--- src/rtl/jtbubl_pkg.sv ---
// Shared definitions for the Bubble Bobble graphics ROM slots.
// FSM encoding, SDRAM address width and per-slot ROM region bases.
package jtbubl_pkg;

    localparam int SDRAM_AW = 22;

    typedef enum logic [1:0] {
        ST_IDLE = 2'd0,
        ST_REQ  = 2'd1,
        ST_WAIT = 2'd2
    } slot_state_e;

    // Half-word bases of each graphics region inside SDRAM
    localparam logic [SDRAM_AW-1:0] SCR_OFFSET = 22'h000000;
    localparam logic [SDRAM_AW-1:0] OBJ_OFFSET = 22'h010000;
    localparam logic [SDRAM_AW-1:0] PAL_OFFSET = 22'h020000;

endpackage

--- src/rtl/jtbubl_rom_slot.sv ---
// Single-entry cached ROM slot bridging a gfx requester to SDRAM.
// Misses issue a held request; the returned word refills the cache.
module jtbubl_rom_slot
    import jtbubl_pkg::*;
#(
    parameter int                AW     = 18,
    parameter int                SDW    = SDRAM_AW,
    parameter logic [SDW-1:0]    OFFSET = '0
) (
    input  logic              clk,
    input  logic              rst_n,
    input  logic              downloading,
    input  logic              rom_cs,
    input  logic [AW-1:0]     rom_addr,
    output logic [31:0]       rom_data,
    output logic              rom_ok,
    output logic              sdram_req,
    output logic [SDW-1:0]    sdram_addr,
    input  logic              sdram_ack,
    input  logic              data_rdy,
    input  logic [31:0]       data_read
);

    slot_state_e    state_q, state_d;
    logic [AW-1:0]  req_addr_q, req_addr_d;
    logic           sdram_req_q, sdram_req_d;
    logic [SDW-1:0] sdram_addr_q, sdram_addr_d;
    logic [31:0]    cache_data_q, cache_data_d;
    logic [AW-1:0]  cache_addr_q, cache_addr_d;
    logic           cache_valid_q, cache_valid_d;
    logic           drop_q, drop_d;
    logic           hit;

    assign hit        = cache_valid_q && (cache_addr_q == rom_addr);
    assign rom_ok     = rom_cs && hit;
    assign rom_data   = cache_data_q;
    assign sdram_req  = sdram_req_q;
    assign sdram_addr = sdram_addr_q;

    always_comb begin
        state_d       = state_q;
        req_addr_d    = req_addr_q;
        sdram_req_d   = sdram_req_q;
        sdram_addr_d  = sdram_addr_q;
        cache_data_d  = cache_data_q;
        cache_addr_d  = cache_addr_q;
        cache_valid_d = cache_valid_q;
        drop_d        = drop_q;
        unique case (state_q)
            ST_IDLE: begin
                drop_d = 1'b0;
                if (rom_cs && !hit && !downloading) begin
                    state_d      = ST_REQ;
                    req_addr_d   = rom_addr;
                    sdram_req_d  = 1'b1;
                    sdram_addr_d = OFFSET + SDW'({rom_addr, 1'b0});
                end
            end
            ST_REQ: begin
                if (downloading) drop_d = 1'b1;
                if (sdram_ack) begin
                    state_d     = ST_WAIT;
                    sdram_req_d = 1'b0;
                end
            end
            ST_WAIT: begin
                if (downloading) drop_d = 1'b1;
                if (data_rdy) begin
                    state_d = ST_IDLE;
                    drop_d  = 1'b0;
                    // A download during the fetch makes the word stale
                    if (!drop_q && !downloading) begin
                        cache_data_d  = data_read;
                        cache_addr_d  = req_addr_q;
                        cache_valid_d = 1'b1;
                    end
                end
            end
            default: begin
                state_d     = ST_IDLE;
                sdram_req_d = 1'b0;
            end
        endcase
        if (downloading) cache_valid_d = 1'b0;
    end

    always_ff @(posedge clk or negedge rst_n) begin
        if (!rst_n) begin
            state_q       <= ST_IDLE;
            req_addr_q    <= '0;
            sdram_req_q   <= 1'b0;
            sdram_addr_q  <= '0;
            cache_data_q  <= '0;
            cache_addr_q  <= '0;
            cache_valid_q <= 1'b0;
            drop_q        <= 1'b0;
        end else begin
            state_q       <= state_d;
            req_addr_q    <= req_addr_d;
            sdram_req_q   <= sdram_req_d;
            sdram_addr_q  <= sdram_addr_d;
            cache_data_q  <= cache_data_d;
            cache_addr_q  <= cache_addr_d;
            cache_valid_q <= cache_valid_d;
            drop_q        <= drop_d;
        end
    end

endmodule

--- config.mk ---
export PLATFORM = sky130hd
export DESIGN_NAME = jtbubl_rom_slot
export DESIGN_NICKNAME = d
export VERILOG_FILES = /design/src/rtl/jtbubl_pkg.sv /design/src/rtl/jtbubl_rom_slot.sv
export SDC_FILE = /design/constraint.sdc
export NUM_CORES = 1
export LEC_CHECK = 0
export CORE_AREA = 2 2 92 94
export CTS_CLUSTER_DIAMETER = 150
export DETAILED_ROUTE_END_ITERATION = 6
export DIE_AREA = 0 0 94 96
export GPL_TIMING_DRIVEN = 0
export PLACE_DENSITY_LB_ADDON = 0.05
export SKIP_CTS_REPAIR_TIMING = 1
export SYNTH_ARGS = -nofsm -noshare
export SYNTH_HDL_FRONTEND = slang
export SYNTH_SLANG_ARGS = --single-unit
--- constraint.sdc ---
create_clock -name clk -period 2.1 [get_ports clk]
set_clock_uncertainty 0.1 [all_clocks]
set_input_delay 0.42 -clock clk [delete_from_list [all_inputs] [get_ports clk]]
set_output_delay 0.42 -clock clk [all_outputs]
set_load 0.05 [all_outputs]
==> impl_metrics.csv, run 1 <==
group,metric,value,unit
outcome,status,"finished with violations",
outcome,violations,"negative setup slack",
power_and_ir_drop,combPwrFrac,0.557,
power_and_ir_drop,clkPwrFrac,0.127,
setup_path,regToRegSetupSlack,-0.14,ns
layout,nets,412,
synthesis,yosysUniqueCellTypes,35,
global_route,grt_pass1_wl,10.9,mm
clock_tree,cts_inserted_buffers,9,
synthesis,ys_seq_area_frac,0.574,
clock_tree,clock_sinks,73,
power_and_ir_drop,power.share.switching,0.448,
synthesis,yosys.cell_count.top_type,"dfrtp_1",
sta,slew_viol_final,0,
sta,post-route-period-util,1.25,
clock_tree,clk_latency,0.35,ns
layout,n_fill_cell,671,
setup_path,cp_slowest_cell,"clkdlybuf4s50_1",
synthesis,synth_edf_count,0,
place,placed_cell_area,4490,um^2
setup_path,criticalPathCategory,"in -> out",
setup_path,startpoint,"rom_addr[10]",
sta,fin_setup_tns,-3.94,ns
global_route,grt_pass1_vias,2210,
sta,max_slew_margin,0.641,
sta,rsz0062_at_grt,"true",
synthesis,syn_area_per_cell,14.7,um^2
power_and_ir_drop,p_leak,2.42,nW
synthesis,netlist_top_cells_count,"dfrtp_1 (73), mux2_2 (58), xnor2_1 (13)",
place,place_worst_setup_slack,-1.44,ns
floorplan,dieHeight,96,um
clock_tree,cts_root_buffer,"clkbuf_8",
drt,routedWlPerCell,15.4,um
drt,routed_wl,7.11,mm
setup_path,cp.required,1.58,ns
sta,finalSetupViolations,19,
synthesis,synthArstFlopShare,1.00,
setup_path,r2r-end,"req_addr_q[4]",
global_route,grt_use_total,0.159,
worst_hold_path,hold_path_depth,2,
setup_path,r2r-start,"cache_addr_q[1]",
power_and_ir_drop,finalPower,8.18,mW
place,dp_hpwl,5.01,mm
floorplan,start_util,0.395,
setup_path,path_cells,"clkdlybuf4s50_1, xor2_1, nor4_2, nand4_2, or3_4, nor3_4, buf_6",
synthesis,ys_top_cells_by_area,"dfrtp_1 (57%), mux2_2 (21%), mux2_4 (4.7%)",
sta,post-route-min-period,2.62,ns
power_and_ir_drop,seqPwrFrac,0.315,
place,gp_congestion,0.819,
setup_path,arrival,2.10,ns
synthesis,ys.flop_type,"dfrtp_1",
drt,first_pass_iters,4,
floorplan,die_x,94,um
sta,timing.fmax,0.381,GHz
global_route,grt_overflow_total,0,
setup_path,crit_buf_inv,2,
floorplan,core_area,8050,um^2
setup_path,reg2reg_depth,8,
setup_path,critical_path.top_delay_family,"simple AND/OR/NAND/NOR gates",
worst_hold_path,holdCritPathClass,"in -> reg",
clock_tree,cts_max_level,3,
synthesis,ys_ff_latch,73,
clock_tree,cts_tree,"done",
synthesis,synth_top_cell_by_area,"dfrtp_1",
floorplan,dieArea,9020,um^2
place,port_buffers,107,
clock_tree,cts_max_path_buffers,2,
floorplan,ioPinCount,112,
setup_path,cp_max_fo,2,
setup_path,endpoint_kind,"output port",
worst_hold_path,min_from,"rom_addr[8]",
synthesis,yosys_warnings,0,
drt,vias,2186,
synthesis,netlist_area,3180,um^2
global_route,grt_max_degree,46,
setup_path,cp.depth,7,
layout,drive_gt1_frac,0.370,
drt,drt_iter0_drc,81,
worst_hold_path,hold_path_end,"req_addr_q[8]",
layout,antenna_cells,0,
power_and_ir_drop,peakVddDrop,1.02,mV
floorplan,rows,33,
layout,final_area,4970,um^2
drt,viasPerCell,4.73,
setup_path,cp-start-kind,"input pin",
flow_run,drv_cap,0,
power_and_ir_drop,p_per_area,1650,nW/um^2
global_route,grt_antenna_before_repair,0,
setup_path,max_stage_delay,0.45,ns
clock_tree,clk_pin_slew,0.09,ns
sta,final_hold_viol_count,0,
layout,syn_to_final_growth,56.2,%
sta,tightest_slew,0.537,ns
synthesis,postSynthCellCount,216,
power_and_ir_drop,internal_power,4.52,mW
drt,drc,0,
synthesis,synth_top_area_frac,0.574,
drt,detail-route-antenna-nets,0,
power_and_ir_drop,switchingPower,3.66,mW
sta,finalWorstSetupSlack,-0.524,ns
power by group through the flow:
stage | sequential, mW | clock (mW) | combinational, mW
global placement | 2.57 | 0 | 4.40
CTS | 2.57 | 1.09 | 4.45
detailed placement | 2.59 | 0 | 4.43
finish | 2.58 | 1.04 | 4.56
global route | 2.67 | 1.15 | 4.77
floorplan | 4.28 | 0 | 1.28
worst register-to-register path, stage by stage, from the launching register on:
cell and delay [ns]:
dfrtp_1 0.41, xor2_2 0.16, nor4_2 0.31, nand4_2 0.16
buf_4 0.18, o211ai_4 0.24, buf_12 0.15, clkbuf_16 0.14
mux2_4 0.29
metrics by stage:
step / std cells / util / hold slack [ns]
CTS: 448 / 0.581 / -0.105
detailed placement: 432 / 0.558 / 0.281
global route: 462 / 0.617 / 0.251
floorplan: 219 / - / 0.0244
global placement: 431 / 0.554 / 0.388
finish: 462 / 0.617 / 0.268
sequential cells by signal, summed over array words and instances, names as in the netlist:
signal / count
rom_data: 32
drop_q: 1
sdram_req: 1
state_q: 2
req_addr_q: 18
cache_addr_q: 18
cache_valid_q: 1
logic make-up after synthesis:
kind of cell	after synthesis	share of synthesized area
AOI/OAI and AO/OA	13	0.0307
xor gates and xnor gates	18	0.0495
adders and majority gates	4	0.0157
buffers and inverters	17	0.0303
DFF	73	0.574
muxes	68	0.252
other	1	0.00118
and+or+nand+nor	22	0.0464
how the worst max path moves through the flow:
stage,endpoint,slack (ns)
3_5_place_dp,rom_ok,-1.44
4_1_cts,rom_ok,-1.44
6_report,rom_ok,-0.52
5_1_grt,rom_ok,-0.63
3_3_place_gp,rom_data[17],-2.17
2_1_floorplan,rom_ok,-0.30
layer usage:
metal	wire (um)	vias up	track usage
li1	-	1022	-
met1	3160	1083	0.208
met2	3350	74	0.239
met3	536	7	0.0736
met4	68	0	0.0459
met5	0	-	0
layout make-up:
| type | instances | area (um^2) | share of cell area |
|---|---|---|---|
| inverter | 7 | 26.3 | 0.00529 |
| multi-input combinational | 129 | 1390 | 0.280 |
| clock buffer | 10 | 138 | 0.0277 |
| timing repair buffer | 122 | 1320 | 0.265 |
| buffer | 10 | 95.1 | 0.0191 |
| clock inverter | 6 | 47.5 | 0.00956 |
| sequential | 73 | 1830 | 0.367 |
| tap | 105 | 131 | 0.0264 |
placed cells by master, fill, tap and decap left out, types with 3 or more instances in the layout:
cell type and count:
a21oi_1 3, buf_4 17, clkbuf_8 10, clkdlybuf4s50_1 74, conb_1 4, dfrtp_1 73, dlymetal6s2s_1 31, ha_1 3
inv_1 6, inv_6 3, mux2_2 58, mux2_4 10, o21ai_0 4, xnor2_1 4, xnor2_2 9, xor2_1 3
(Power assumes the default switching activity.)
==> run 2: changes to the inputs <==
--- a/config.mk
+++ b/config.mk
@@ -5,10 +5,11 @@
 export SDC_FILE = /design/constraint.sdc
 export NUM_CORES = 1
 export LEC_CHECK = 0
-export CORE_AREA = 2 2 92 94
+export ABC_AREA = 1
+export CORE_AREA = 2 2 94 96
 export CTS_CLUSTER_DIAMETER = 150
 export DETAILED_ROUTE_END_ITERATION = 6
-export DIE_AREA = 0 0 94 96
+export DIE_AREA = 0 0 96 98
 export GPL_TIMING_DRIVEN = 0
 export PLACE_DENSITY_LB_ADDON = 0.05
 export SKIP_CTS_REPAIR_TIMING = 1
==> run 2 against run 1 <==
Compared with the run above:
- the run still ends with negative setup slack left
- core utilization is 4.1 points lower
- first-iteration DRC count down 21%
- global-route usage is 0.81 points higher
- cell area fell by 1.9%
- cell count increased by 25%
- register-to-register slack improved by 0.37 ns
- sequential power is 7% lower
- sequential share of layout area grew 0.72 points
- wire length grew 4.2%
==> impl_metrics.csv, run 2 <==
group,metric,value,unit
drt,drt_iter0_drc,64,
sta,worst_hold_slack,0.242,ns
drt,detail-route-antenna-nets,0,
setup_path,criticalPathCategory,"reg -> out",
clock_tree,clk_pin_slew,0.08,ns
layout,final_util,0.576,
drt,routedWlPerCell,12.9,um
worst_hold_path,hold_path_end,"req_addr_q[2]",
sta,rsz0062_at_grt,"true",
setup_path,regToRegSetupSlack,0.23,ns
synthesis,ys.flop_type,"dfrtp_1",
worst_hold_path,holdCritPathClass,"in -> reg",
clock_tree,clock_sinks,73,
sta,post-route-min-period,2.20,ns
clock_tree,cts_max_level,3,
power_and_ir_drop,p_leak,2.45,nW
flow_run,drv_cap,0,
power_and_ir_drop,finalPower,7.72,mW
place,place_inst,558,
outcome,status,"finished with violations",
synthesis,ys_seq_area_frac,0.548,
synthesis,synthArstFlopShare,1.00,
setup_path,cp-start-kind,"register",
layout,syn_to_final_growth,46.3,%
global_route,grt_antenna_before_repair,1,
setup_path,reg2reg_depth,7,
sta,tightest_slew,0.546,ns
worst_hold_path,hold_path_depth,3,
floorplan,ioPinCount,112,
clock_tree,cts_max_path_buffers,2,
layout,largest_reg_flops,32,
sta,fin_setup_tns,-0.0988,ns
clock_tree,cts_inserted_buffers,9,
clock_tree,clk_latency,0.35,ns
synthesis,ys_ff_latch,73,
layout,nets,523,
place,port_buffers,107,
layout,drive_gt1_frac,0.199,
setup_path,r2r-start,"state_q[0]",
sta,slew_viol_final,0,
floorplan,dieArea,9410,um^2
layout,final_area,4880,um^2
setup_path,endpoint_kind,"output port",
power_and_ir_drop,p_per_area,1580,nW/um^2
setup_path,crit_buf_inv,1,
layout,multiInputGateArea,1220,um^2
place,dp_hpwl,5.30,mm
global_route,grt_overflow_total,0,
global_route,grt_pass1_vias,2562,
place,gp_congestion,0.801,
floorplan,core_area,8470,um^2
floorplan,start_util,0.394,
drt,vias,2572,
drt,routed_wl,7.41,mm
outcome,violations,"negative setup slack",
place,place_worst_setup_slack,-0.973,ns
synthesis,netlist_area,3330,um^2
synthesis,synth_top_area_frac,0.548,
power_and_ir_drop,peakVddDrop,0.899,mV
setup_path,critical_path.top_delay_family,"simple AND/OR/NAND/NOR gates",
sta,finalSetupViolations,1,
layout,layout_commonest_cell,"nand2_1",
sta,finalWorstSetupSlack,-0.0988,ns
sta,timing.fmax,0.455,GHz
global_route,grt_max_degree,49,
sta,final_hold_viol_count,0,
clock_tree,cts_tree,"done",
global_route,grt_use_total,0.167,
global_route,grt_pass1_wl,12.2,mm
synthesis,netlist_top_cells_count,"nand2_1 (90), dfrtp_1 (73), inv_1 (55)",
layout,seqCellArea,1830,um^2
synthesis,yosys_warnings,0,
floorplan,die_x,96,um
setup_path,r2r-end,"cache_addr_q[11]",
drt,first_pass_iters,4,
setup_path,arrival,1.68,ns
floorplan,dieHeight,98,um
layout,layout_common_cells,"nand2_1 (90), clkdlybuf4s50_1 (87), dfrtp_1 (73)",
setup_path,critPathMostFrequentCell,"nor2_2",
synthesis,yosysUniqueCellTypes,26,
setup_path,path_cells,"nand2_1, o21ai_2, nor2_2, nand2_1, nor2_2, nand3_2, nor2_2, buf_6",
setup_path,cp.required,1.58,ns
layout,n_fill_cell,777,
clock_tree,cts_root_buffer,"clkbuf_8",
synthesis,synth_top_cell_by_area,"dfrtp_1",
sta,max_slew_margin,0.635,
place,placed_cell_area,4580,um^2
setup_path,cp_max_fo,3,
setup_path,cp_slowest_cell,"dfrtp_1",
drt,viasPerCell,4.47,
setup_path,cp.depth,8,
synthesis,syn_area_per_cell,9.83,um^2
floorplan,rows,34,
synthesis,ys_top_cells_by_area,"dfrtp_1 (55%), mux2_2 (11%), nand2_1 (10%)",
synthesis,synth_edf_count,0,
layout,stdcell_count,576,
worst_hold_path,min_from,"rom_addr[2]",
drt,drc,0,
sta,post-route-period-util,1.05,
setup_path,max_stage_delay,0.40,ns
synthesis,postSynthCellCount,339,
synthesis,yosys.cell_count.top_type,"nand2_1",
run 2: where the power goes:
group          internal [mW]  leakage [nW]  switching, mW
clock network          0.693         0.104          0.526
logic                   1.49          1.43           2.60
registers               2.05         0.914          0.362
run 2: worst max-delay path by stage:
| stage | start | slack [ns] | end |
|---|---|---|---|
| 5_1_grt | cache_addr_q[11] | -0.18 | rom_ok |
| 2_1_floorplan | rom_addr[4] | 0.22 | rom_ok |
| 4_1_cts | rom_addr[11] | -0.99 | rom_ok |
| 3_5_place_dp | rom_addr[11] | -0.97 | rom_ok |
| 6_report | cache_addr_q[11] | -0.1 | rom_ok |
| 3_3_place_gp | rst_n | -2.20 | rom_data[30] |
run 2: routing by layer:
layer  share of wire  wire [um]  GRT usage
met2            0.45       3320      0.246
met1            0.45       3340      0.223
met4           0.012         87     0.0659
met3           0.090        664     0.0617
met5               0          0          0
run 2: area by class of cell:
type / instances / area share
multi-input cells: 200 / 0.251
plain buffers: 14 / 0.0213
flip-flops and latches: 73 / 0.375
inverters: 55 / 0.0423
diodes: 1 / 0.000513
clock inverters: 5 / 0.0164
clock buffers: 10 / 0.0282
repair buffers: 110 / 0.238
well taps: 108 / 0.0277
run 2: kinds of logic (layout without fill, tap and decap cells):
group	count (synthesis)	count (layout)	share of synthesized area
XOR/XNOR	3	3	0.00788
other	1	5	0.00113
AND/OR/NAND/NOR	115	115	0.143
AO/OA/AOI/OAI	42	42	0.0833
flip-flops	73	73	0.548
adder cells (fa/ha/maj)	4	4	0.0150
multiplexers	32	32	0.108
buffers and inverters	69	194	0.0931
run 2: worst min-delay path: cells and delay by family:
family / cells / cell delay, ns
AOI/OAI and AO/OA: 1 / 0.05
and+or+nand+nor: 1 / 0.08
buffers and inverters: 1 / 0.11
==> run 3: changes to the inputs <==
--- a/config.mk
+++ b/config.mk
@@ -6,6 +6,7 @@
 export NUM_CORES = 1
 export LEC_CHECK = 0
 export ABC_AREA = 1
+export CAP_MARGIN = 10
 export CORE_AREA = 2 2 94 96
 export CTS_CLUSTER_DIAMETER = 150
 export DETAILED_ROUTE_END_ITERATION = 6
==> results of run 3 <==
No change in the layout: final DEF, timing and power equal those of run 2.
